<file path="src/rtl/acq_event_reader.sv">
// ---------------------------------------------------------------------------
// acq_event_reader
// Consumer end of the Acquisition Event FIFO. Pops one 32-bit event word at a
// time, validates format, trigger type and trigger-number continuity, then
// issues one readout request per valid event and waits for it to finish.
//
// Ports
//   clk, reset            40 MHz TTC clock, asynchronous active-high reset
//   chan_en[4:0]          channels to read out, sampled in CHECK
//   fifo_valid/fifo_data  FIFO read side, {rsvd[31:27], type[26:24], num[23:0]}
//   fifo_ready            registered pop strobe, high only in IDLE
//   ro_req/ro_type/ro_num/ro_chan_mask  readout request and its latched payload
//   ro_ack, ro_done       readout engine handshake (ro_done is a 1-cycle pulse)
//   err_clear             clears sticky errors and the expected-number state
//   evt_count             events fully read out (wraps)
//   drop_count            events dropped (saturates)
//   seq_err/fmt_err/timeout_err  sticky error flags
//   state[3:0]            one-hot {WAIT_DONE, REQUEST, CHECK, IDLE}
// ---------------------------------------------------------------------------
module acq_event_reader #(
    parameter logic [31:0] TIMEOUT   = 32'd4000000,
    parameter bit          FIRST_ANY = 1'b1
) (
    input  logic        clk,
    input  logic        reset,
    input  logic [4:0]  chan_en,
    input  logic        fifo_valid,
    input  logic [31:0] fifo_data,
    output logic        fifo_ready,
    output logic        ro_req,
    output logic [2:0]  ro_type,
    output logic [23:0] ro_num,
    output logic [4:0]  ro_chan_mask,
    input  logic        ro_ack,
    input  logic        ro_done,
    input  logic        err_clear,
    output logic [31:0] evt_count,
    output logic [15:0] drop_count,
    output logic        seq_err,
    output logic        fmt_err,
    output logic        timeout_err,
    output logic [3:0]  state
);

    localparam logic [3:0] ST_IDLE    = 4'b0001;
    localparam logic [3:0] ST_CHECK   = 4'b0010;
    localparam logic [3:0] ST_REQUEST = 4'b0100;
    localparam logic [3:0] ST_WAIT    = 4'b1000;

    localparam logic [31:0] TMO_LAST  = TIMEOUT - 32'd1;
    localparam logic [15:0] DROP_MAX  = 16'hFFFF;

    logic [3:0]  state_q,       state_d;
    logic        fifo_ready_q,  fifo_ready_d;
    logic        ro_req_q,      ro_req_d;
    logic [2:0]  type_q,        type_d;
    logic [23:0] num_q,         num_d;
    logic        rsvd_q,        rsvd_d;
    logic [4:0]  mask_q,        mask_d;
    logic [23:0] exp_num_q,     exp_num_d;
    logic        exp_valid_q,   exp_valid_d;
    logic [31:0] evt_count_q,   evt_count_d;
    logic [15:0] drop_count_q,  drop_count_d;
    logic        seq_err_q,     seq_err_d;
    logic        fmt_err_q,     fmt_err_d;
    logic        timeout_err_q, timeout_err_d;
    logic [31:0] tmo_cnt_q,     tmo_cnt_d;

    // Event classification from the latched word
    logic        fmt_bad_c;
    logic        exp_check_c;
    logic [23:0] exp_ref_c;

    always_comb begin
        fmt_bad_c   = rsvd_q || (type_q == 3'd0) || (type_q > 3'd3);
        // With FIRST_ANY cleared, an unset expectation means "expect 0"
        exp_check_c = exp_valid_q || !FIRST_ANY;
        exp_ref_c   = exp_valid_q ? exp_num_q : 24'd0;
    end

    // Next-state and datapath update
    always_comb begin
        state_d       = state_q;
        type_d        = type_q;
        num_d         = num_q;
        rsvd_d        = rsvd_q;
        mask_d        = mask_q;
        exp_num_d     = exp_num_q;
        exp_valid_d   = exp_valid_q;
        evt_count_d   = evt_count_q;
        drop_count_d  = drop_count_q;
        seq_err_d     = seq_err_q;
        fmt_err_d     = fmt_err_q;
        timeout_err_d = timeout_err_q;
        tmo_cnt_d     = tmo_cnt_q;
        fifo_ready_d  = 1'b0;
        ro_req_d      = 1'b0;

        // Clear first so that an error raised below in the same cycle wins
        if (err_clear) begin
            seq_err_d     = 1'b0;
            fmt_err_d     = 1'b0;
            timeout_err_d = 1'b0;
            exp_valid_d   = 1'b0;
        end

        case (state_q)
            ST_IDLE: begin
                if (fifo_valid && fifo_ready_q) begin
                    type_d  = fifo_data[26:24];
                    num_d   = fifo_data[23:0];
                    rsvd_d  = |fifo_data[31:27];
                    state_d = ST_CHECK;
                end
            end

            ST_CHECK: begin
                if (fmt_bad_c) begin
                    fmt_err_d = 1'b1;
                    if (drop_count_q != DROP_MAX) begin
                        drop_count_d = drop_count_q + 16'd1;
                    end
                    state_d = ST_IDLE;
                end else begin
                    // Mismatch is flagged but the event is still read out
                    if (exp_check_c && (num_q != exp_ref_c)) begin
                        seq_err_d = 1'b1;
                    end
                    exp_num_d   = num_q + 24'd1;
                    exp_valid_d = 1'b1;
                    mask_d      = chan_en;
                    if (chan_en == 5'd0) begin
                        evt_count_d = evt_count_q + 32'd1;
                        state_d     = ST_IDLE;
                    end else begin
                        state_d = ST_REQUEST;
                    end
                end
            end

            ST_REQUEST: begin
                if (ro_ack) begin
                    tmo_cnt_d = 32'd0;
                    if (ro_done) begin
                        evt_count_d = evt_count_q + 32'd1;
                        state_d     = ST_IDLE;
                    end else begin
                        state_d = ST_WAIT;
                    end
                end
            end

            ST_WAIT: begin
                if (ro_done) begin
                    evt_count_d = evt_count_q + 32'd1;
                    state_d     = ST_IDLE;
                end else if (tmo_cnt_q == TMO_LAST) begin
                    timeout_err_d = 1'b1;
                    if (drop_count_q != DROP_MAX) begin
                        drop_count_d = drop_count_q + 16'd1;
                    end
                    state_d = ST_IDLE;
                end else begin
                    tmo_cnt_d = tmo_cnt_q + 32'd1;
                end
            end

            default: begin
                state_d = ST_IDLE;
            end
        endcase

        // Strobes registered from the upcoming state so they align with it
        fifo_ready_d = (state_d == ST_IDLE);
        ro_req_d     = (state_d == ST_REQUEST);
    end

    // State and datapath registers
    always_ff @(posedge clk or posedge reset) begin
        if (reset) begin
            state_q       <= ST_IDLE;
            fifo_ready_q  <= 1'b0;
            ro_req_q      <= 1'b0;
            type_q        <= 3'd0;
            num_q         <= 24'd0;
            rsvd_q        <= 1'b0;
            mask_q        <= 5'd0;
            exp_num_q     <= 24'd0;
            exp_valid_q   <= 1'b0;
            evt_count_q   <= 32'd0;
            drop_count_q  <= 16'd0;
            seq_err_q     <= 1'b0;
            fmt_err_q     <= 1'b0;
            timeout_err_q <= 1'b0;
            tmo_cnt_q     <= 32'd0;
        end else begin
            state_q       <= state_d;
            fifo_ready_q  <= fifo_ready_d;
            ro_req_q      <= ro_req_d;
            type_q        <= type_d;
            num_q         <= num_d;
            rsvd_q        <= rsvd_d;
            mask_q        <= mask_d;
            exp_num_q     <= exp_num_d;
            exp_valid_q   <= exp_valid_d;
            evt_count_q   <= evt_count_d;
            drop_count_q  <= drop_count_d;
            seq_err_q     <= seq_err_d;
            fmt_err_q     <= fmt_err_d;
            timeout_err_q <= timeout_err_d;
            tmo_cnt_q     <= tmo_cnt_d;
        end
    end

    assign state        = state_q;
    assign fifo_ready   = fifo_ready_q;
    assign ro_req       = ro_req_q;
    assign ro_type      = type_q;
    assign ro_num       = num_q;
    assign ro_chan_mask = mask_q;
    assign evt_count    = evt_count_q;
    assign drop_count   = drop_count_q;
    assign seq_err      = seq_err_q;
    assign fmt_err      = fmt_err_q;
    assign timeout_err  = timeout_err_q;

endmodule

</file>
<file path="config.mk">
export PLATFORM = sky130hd
export DESIGN_NAME = acq_event_reader
export DESIGN_NICKNAME = d
export VERILOG_FILES = /design/src/rtl/acq_event_reader.sv
export SDC_FILE = /design/constraint.sdc
export NUM_CORES = 1
export LEC_CHECK = 0
export CAP_MARGIN = 10
export CORE_MARGIN = 2
export CORE_UTILIZATION = 38
export CTS_CLUSTER_SIZE = 14
export DETAILED_ROUTE_END_ITERATION = 8
export PLACE_DENSITY = 0.72
export RECOVER_POWER = 50
export SLEW_MARGIN = 15
export SYNTH_ARGS = -nofsm -noshare
export SYNTH_HDL_FRONTEND = slang
export SYNTH_SLANG_ARGS = --single-unit
</file>
<file path="constraint.sdc">
create_clock -name clk -period 11.6 [get_ports clk]
set_input_delay 3.48 -clock clk [delete_from_list [all_inputs] [get_ports clk]]
set_output_delay 3.48 -clock clk [all_outputs]
set_load 0.01 [all_outputs]
</file>
==> results.txt <==
* Critical path capture point type: async pin
- Along the worst hold path, the cell count comes to 1.
* Cell taking the most area after synthesis: sky130_fd_sc_hd__dfrtp_1
- After technology mapping, the gate count stands at 764.
- Leakage power summed over all cells: 4.04 nW
- Count of inserted antenna diode cells: 0
- Quantity of I/O buffers inserted on ports: 131
- Synthesis-stage register bit count: 147
- Violations in the final reports: capacitance limit, slew limit
- Setup repair after global routing left no endpoint under its margin.
- In this run the register-to-register setup slack is between 7 and 8 ns.
- Weighted congestion reported at the end of routability-driven placement: 0.812
- Worst stage delay on the critical path: 2.27 ns
- Area inside the core boundary: 0.0195 mm2
- The worst path needs between 6 and 7 ns of the cycle, external delays included.
* Source of the worst register-to-register timing path: state[0]
* Cell Chain, Critical Path: dlygate4sd3_1 -> clkinvlp_2 -> buf_4
- Instance count on the critical path: 3
- Cell at the root of the clock tree: sky130_fd_sc_hd__clkbuf_16
- Critical path destination: drop_count[7]
* Worst-Margin Slew: 4.06 ns
- Of the available clock period, the critical path in the final layout requires 0.584.
- DRC: 0
- CTS clk-pin slew, worst paths: ~0.06 ns
- Synth Flop Type: sky130_fd_sc_hd__dfrtp_1
- Global routing usage summed across all routing layers: 0.174
- Dividing the detail-routed wire length by the instance count gives ~16 um.
- In the final layout, the multi-input gates occupy 0.00368 mm2.
- In this run, the number of DRC markers left after iteration 0 of detailed routing was 308.
- Footprint of the flip-flops and latches: 0.00368 mm2
- Die height: approximately 150 um
- For this run, the number of Yosys warnings is 0.
* TritonCTS buffer count: 17
* Initial Utilization: 0.387
- PD cells: 189 mW/mm2
- Of the synthesized area, sequential elements account for 0.487.
* Nets: 929
- The run finished, with violations left.
- The number of cells on the worst reg-to-reg path is 3.
- For this run, the number of standard cells in the final layout without fillers is 1160.
- Dividing the detail-routed via count by the number of cells gives 5.30.
- The routed design has 18100 um of wire.
* Largest delay share family, worst path: buffers and inverters
* Worst VDD drop: 95.1 uV
- TritonCTS clock tree: built
- Max stage delay cell, worst path: sky130_fd_sc_hd__clkinvlp_2
- Antenna violation net count after detailed routing: 0
- Cts hold-fix bufs: 0
- Total via count in the routed design: 6152
* Maximum net fanout on the critical path: 94
* Post-Syn Nets: 811
* Final number of setup-violating endpoints: 0
- The first global-routing pass estimated 29700 um of wire.
* Worst R2R End: ro_num[6]
- On the final layout, the worst clock skew is 0.0108 ns.
- The die is 145 um wide.
- Required @ worst endpoint: 12.08 ns
- Pre-antenna DRT Iters: 5
* Layout overhead on the synthesized area: 28.7%
* Total negative setup slack: 0 ns
- Number of synthesized flops with an enable pin: 0
- The most critical setup path has its startpoint at reset.
* Post-synthesis area per instance: 9.90 um2
* Category of the most critical setup path: in2async
- Of all flip-flops after synthesis, the portion carrying an async set or reset was 1.00.
- Clock insertion delay at the later pin of the skew report: ~0.42 ns
- Counting tap cells, the placed design contains a total of 1128 instances.
* Top cells by area, synth: sky130_fd_sc_hd__dfrtp_1 (48%), sky130_fd_sc_hd__xnor2_1 (8.7%), sky130_fd_sc_hd__mux2_2 (4.8%), sky130_fd_sc_hd__nand2_1 (3.5%), sky130_fd_sc_hd__nor2_1 (3.4%)
- Filler cells: around 1800
- Relative slew slack: -1.72
- In this run the deepest clock path goes through 2 buffers.
- The initialized floorplan defines 51 standard-cell rows.
- Area share of the largest cell type after synthesis: 0.483
- Post-CTS Repair Setup Buffers: 0
- The total overflow left after global routing is 0.
- Counting both buffers and inverters, the worst setup path holds a total of 3.
- Worst-case hold slack: about 0.49 ns
- Final slew viol count: around 180
* Post-DP HPWL: 12500 um
- Post-synthesis cell type count: 58
- Count of endpoints failing hold in the final timing report: 0
- CTS saw around 150 sinks.
- Timing would allow up to about 150 MHz.
- The H-tree was split into 4 levels.
- Number of maximum-capacitance constraint violations: 3
* Worst min path class: reg2reg
- In the final layout, the share of cells above drive strength 1 is 0.0860.
- Vias in the first global route: 5760
- Entering global routing, the biggest net connects 95 pins.
- The number of antenna violations at the first check in global routing came to 0.
- Post-cts sizing count: 0
- I/O Pins: 132
- STA classifies the critical path startpoint as an input pin.
* Arrival time at the worst endpoint: 7.25 ns
- The die covers 0.0210 mm2.
- In this run the cell area of the synthesized design comes to 0.00756 mm2.
==> worst register-to-register path: stages, from the launching register on <==
cell and delay (ns):
sky130_fd_sc_hd__dfstp_1 0.88, sky130_fd_sc_hd__nand3b_1 0.27, sky130_fd_sc_hd__nor2_1 2.14, sky130_fd_sc_hd__mux2_2 0.50
==> through the flow <==
stage          power, W  setup WS (ns)   util  area, um2
3_3_place_gp    0.00125           5.56  0.467       9120
3_5_place_dp    0.00126           5.42  0.467       9120
6_report        0.00184           4.83  0.498       9730
5_1_grt         0.00194           4.09  0.498       9730
2_1_floorplan   0.00103           4.17      -       7560
4_1_cts         0.00187           5.87  0.500       9770
==> metal layers <==
metal,GRT usage,vias to the layer above,part of all wire,routed length [um]
met5,0,-,0,0
li1,-,2959,-,-
met3,0.0459,23,0.053,965
met1,0.235,3002,0.46,8290
met4,0.0505,0,0.014,259
met2,0.275,168,0.47,8610
==> cell usage in the layout (no fill, tap or decap), types with 5 or more instances in the layout <==
master                              n
sky130_fd_sc_hd__dfrtp_1          146
sky130_fd_sc_hd__xnor2_1           75
sky130_fd_sc_hd__nand2_1           70
sky130_fd_sc_hd__nor2_1            70
sky130_fd_sc_hd__clkdlybuf4s50_1   67
sky130_fd_sc_hd__dlygate4sd3_1     64
sky130_fd_sc_hd__o21ai_0           51
sky130_fd_sc_hd__nand3_1           50
sky130_fd_sc_hd__nand4_1           33
sky130_fd_sc_hd__mux2_2            32
sky130_fd_sc_hd__xor2_1            28
sky130_fd_sc_hd__and3_1            24
sky130_fd_sc_hd__nor3_1            18
sky130_fd_sc_hd__clkbuf_16         17
sky130_fd_sc_hd__a21oi_1           15
sky130_fd_sc_hd__inv_1              9
sky130_fd_sc_hd__and4_1             9
sky130_fd_sc_hd__a31oi_1            8
sky130_fd_sc_hd__nand3b_1           7
sky130_fd_sc_hd__and2_1             6
sky130_fd_sc_hd__nor4_1             6
sky130_fd_sc_hd__nor4bb_1           6
sky130_fd_sc_hd__or3_1              5
sky130_fd_sc_hd__a2bb2oi_1          5
==> kinds of logic (layout without fill, tap and decap cells) <==
kind of cell / Yosys count / after routing / synth area share
simple gates: 319 / 319 / 0.221
flops: 147 / 147 / 0.487
compound gates: 110 / 110 / 0.0920
xor+xnor: 104 / 104 / 0.121
buf+inv: 48 / 179 / 0.0243
mux: 32 / 32 / 0.0477
fa+ha+maj: 4 / 4 / 0.00662
==> how the worst min path moves through the flow <==
stage               slack (ns)          start       endpoint
floorplan                 0.48   exp_num_q[0]   exp_num_q[0]
global placement          0.48  evt_count[19]  evt_count[19]
detailed placement        0.48  evt_count[19]  evt_count[19]
CTS                       0.50  evt_count[19]  evt_count[19]
global route              0.51  evt_count[23]  evt_count[23]
finish                    0.49  evt_count[19]  evt_count[19]
==> synthesized netlist by cell type, drive strengths merged, types with 6 or more instances <==
cell,count
a21oi,15
a31oi,8
and2,6
and3,24
and4,9
clkbuf,35
dfrtp,146
inv,10
mux2,32
nand2,70
nand3,50
nand3b,7
nand4,33
nor2,70
nor3,19
nor4,6
nor4bb,6
o21ai,52
or3,6
xnor2,76
xor2,28
==> cell type report <==
class | count | area share
repair buffers | 136 | 0.138
clock inverters | 13 | 0.0202
multi-input cells | 569 | 0.379
flip-flops and latches | 147 | 0.378
clock buffers | 19 | 0.0465
inverters | 11 | 0.00437
well taps | 265 | 0.0341
==> power breakdown <==
group	switching [W]	total, W	internal [W]
Combinational	0.000192	0.000460	0.000268
Clock	0.000227	0.000602	0.000375
Sequential	0.000167	0.000774	0.000607
Total	0.000586	0.00184	0.00125
==> registers in the layout, summed over array words and instances, names as in the netlist <==
name          count
ro_req            1
ro_num           24
drop_count       16
rsvd_q            1
ro_chan_mask      5
tmo_cnt_q        32
timeout_err       1
fmt_err           1
evt_count        32
exp_num_q        24
state             4
ro_type           3
exp_check_c       1
fifo_ready        1
seq_err           1
Note: power is estimated with default switching activity, not from simulation.
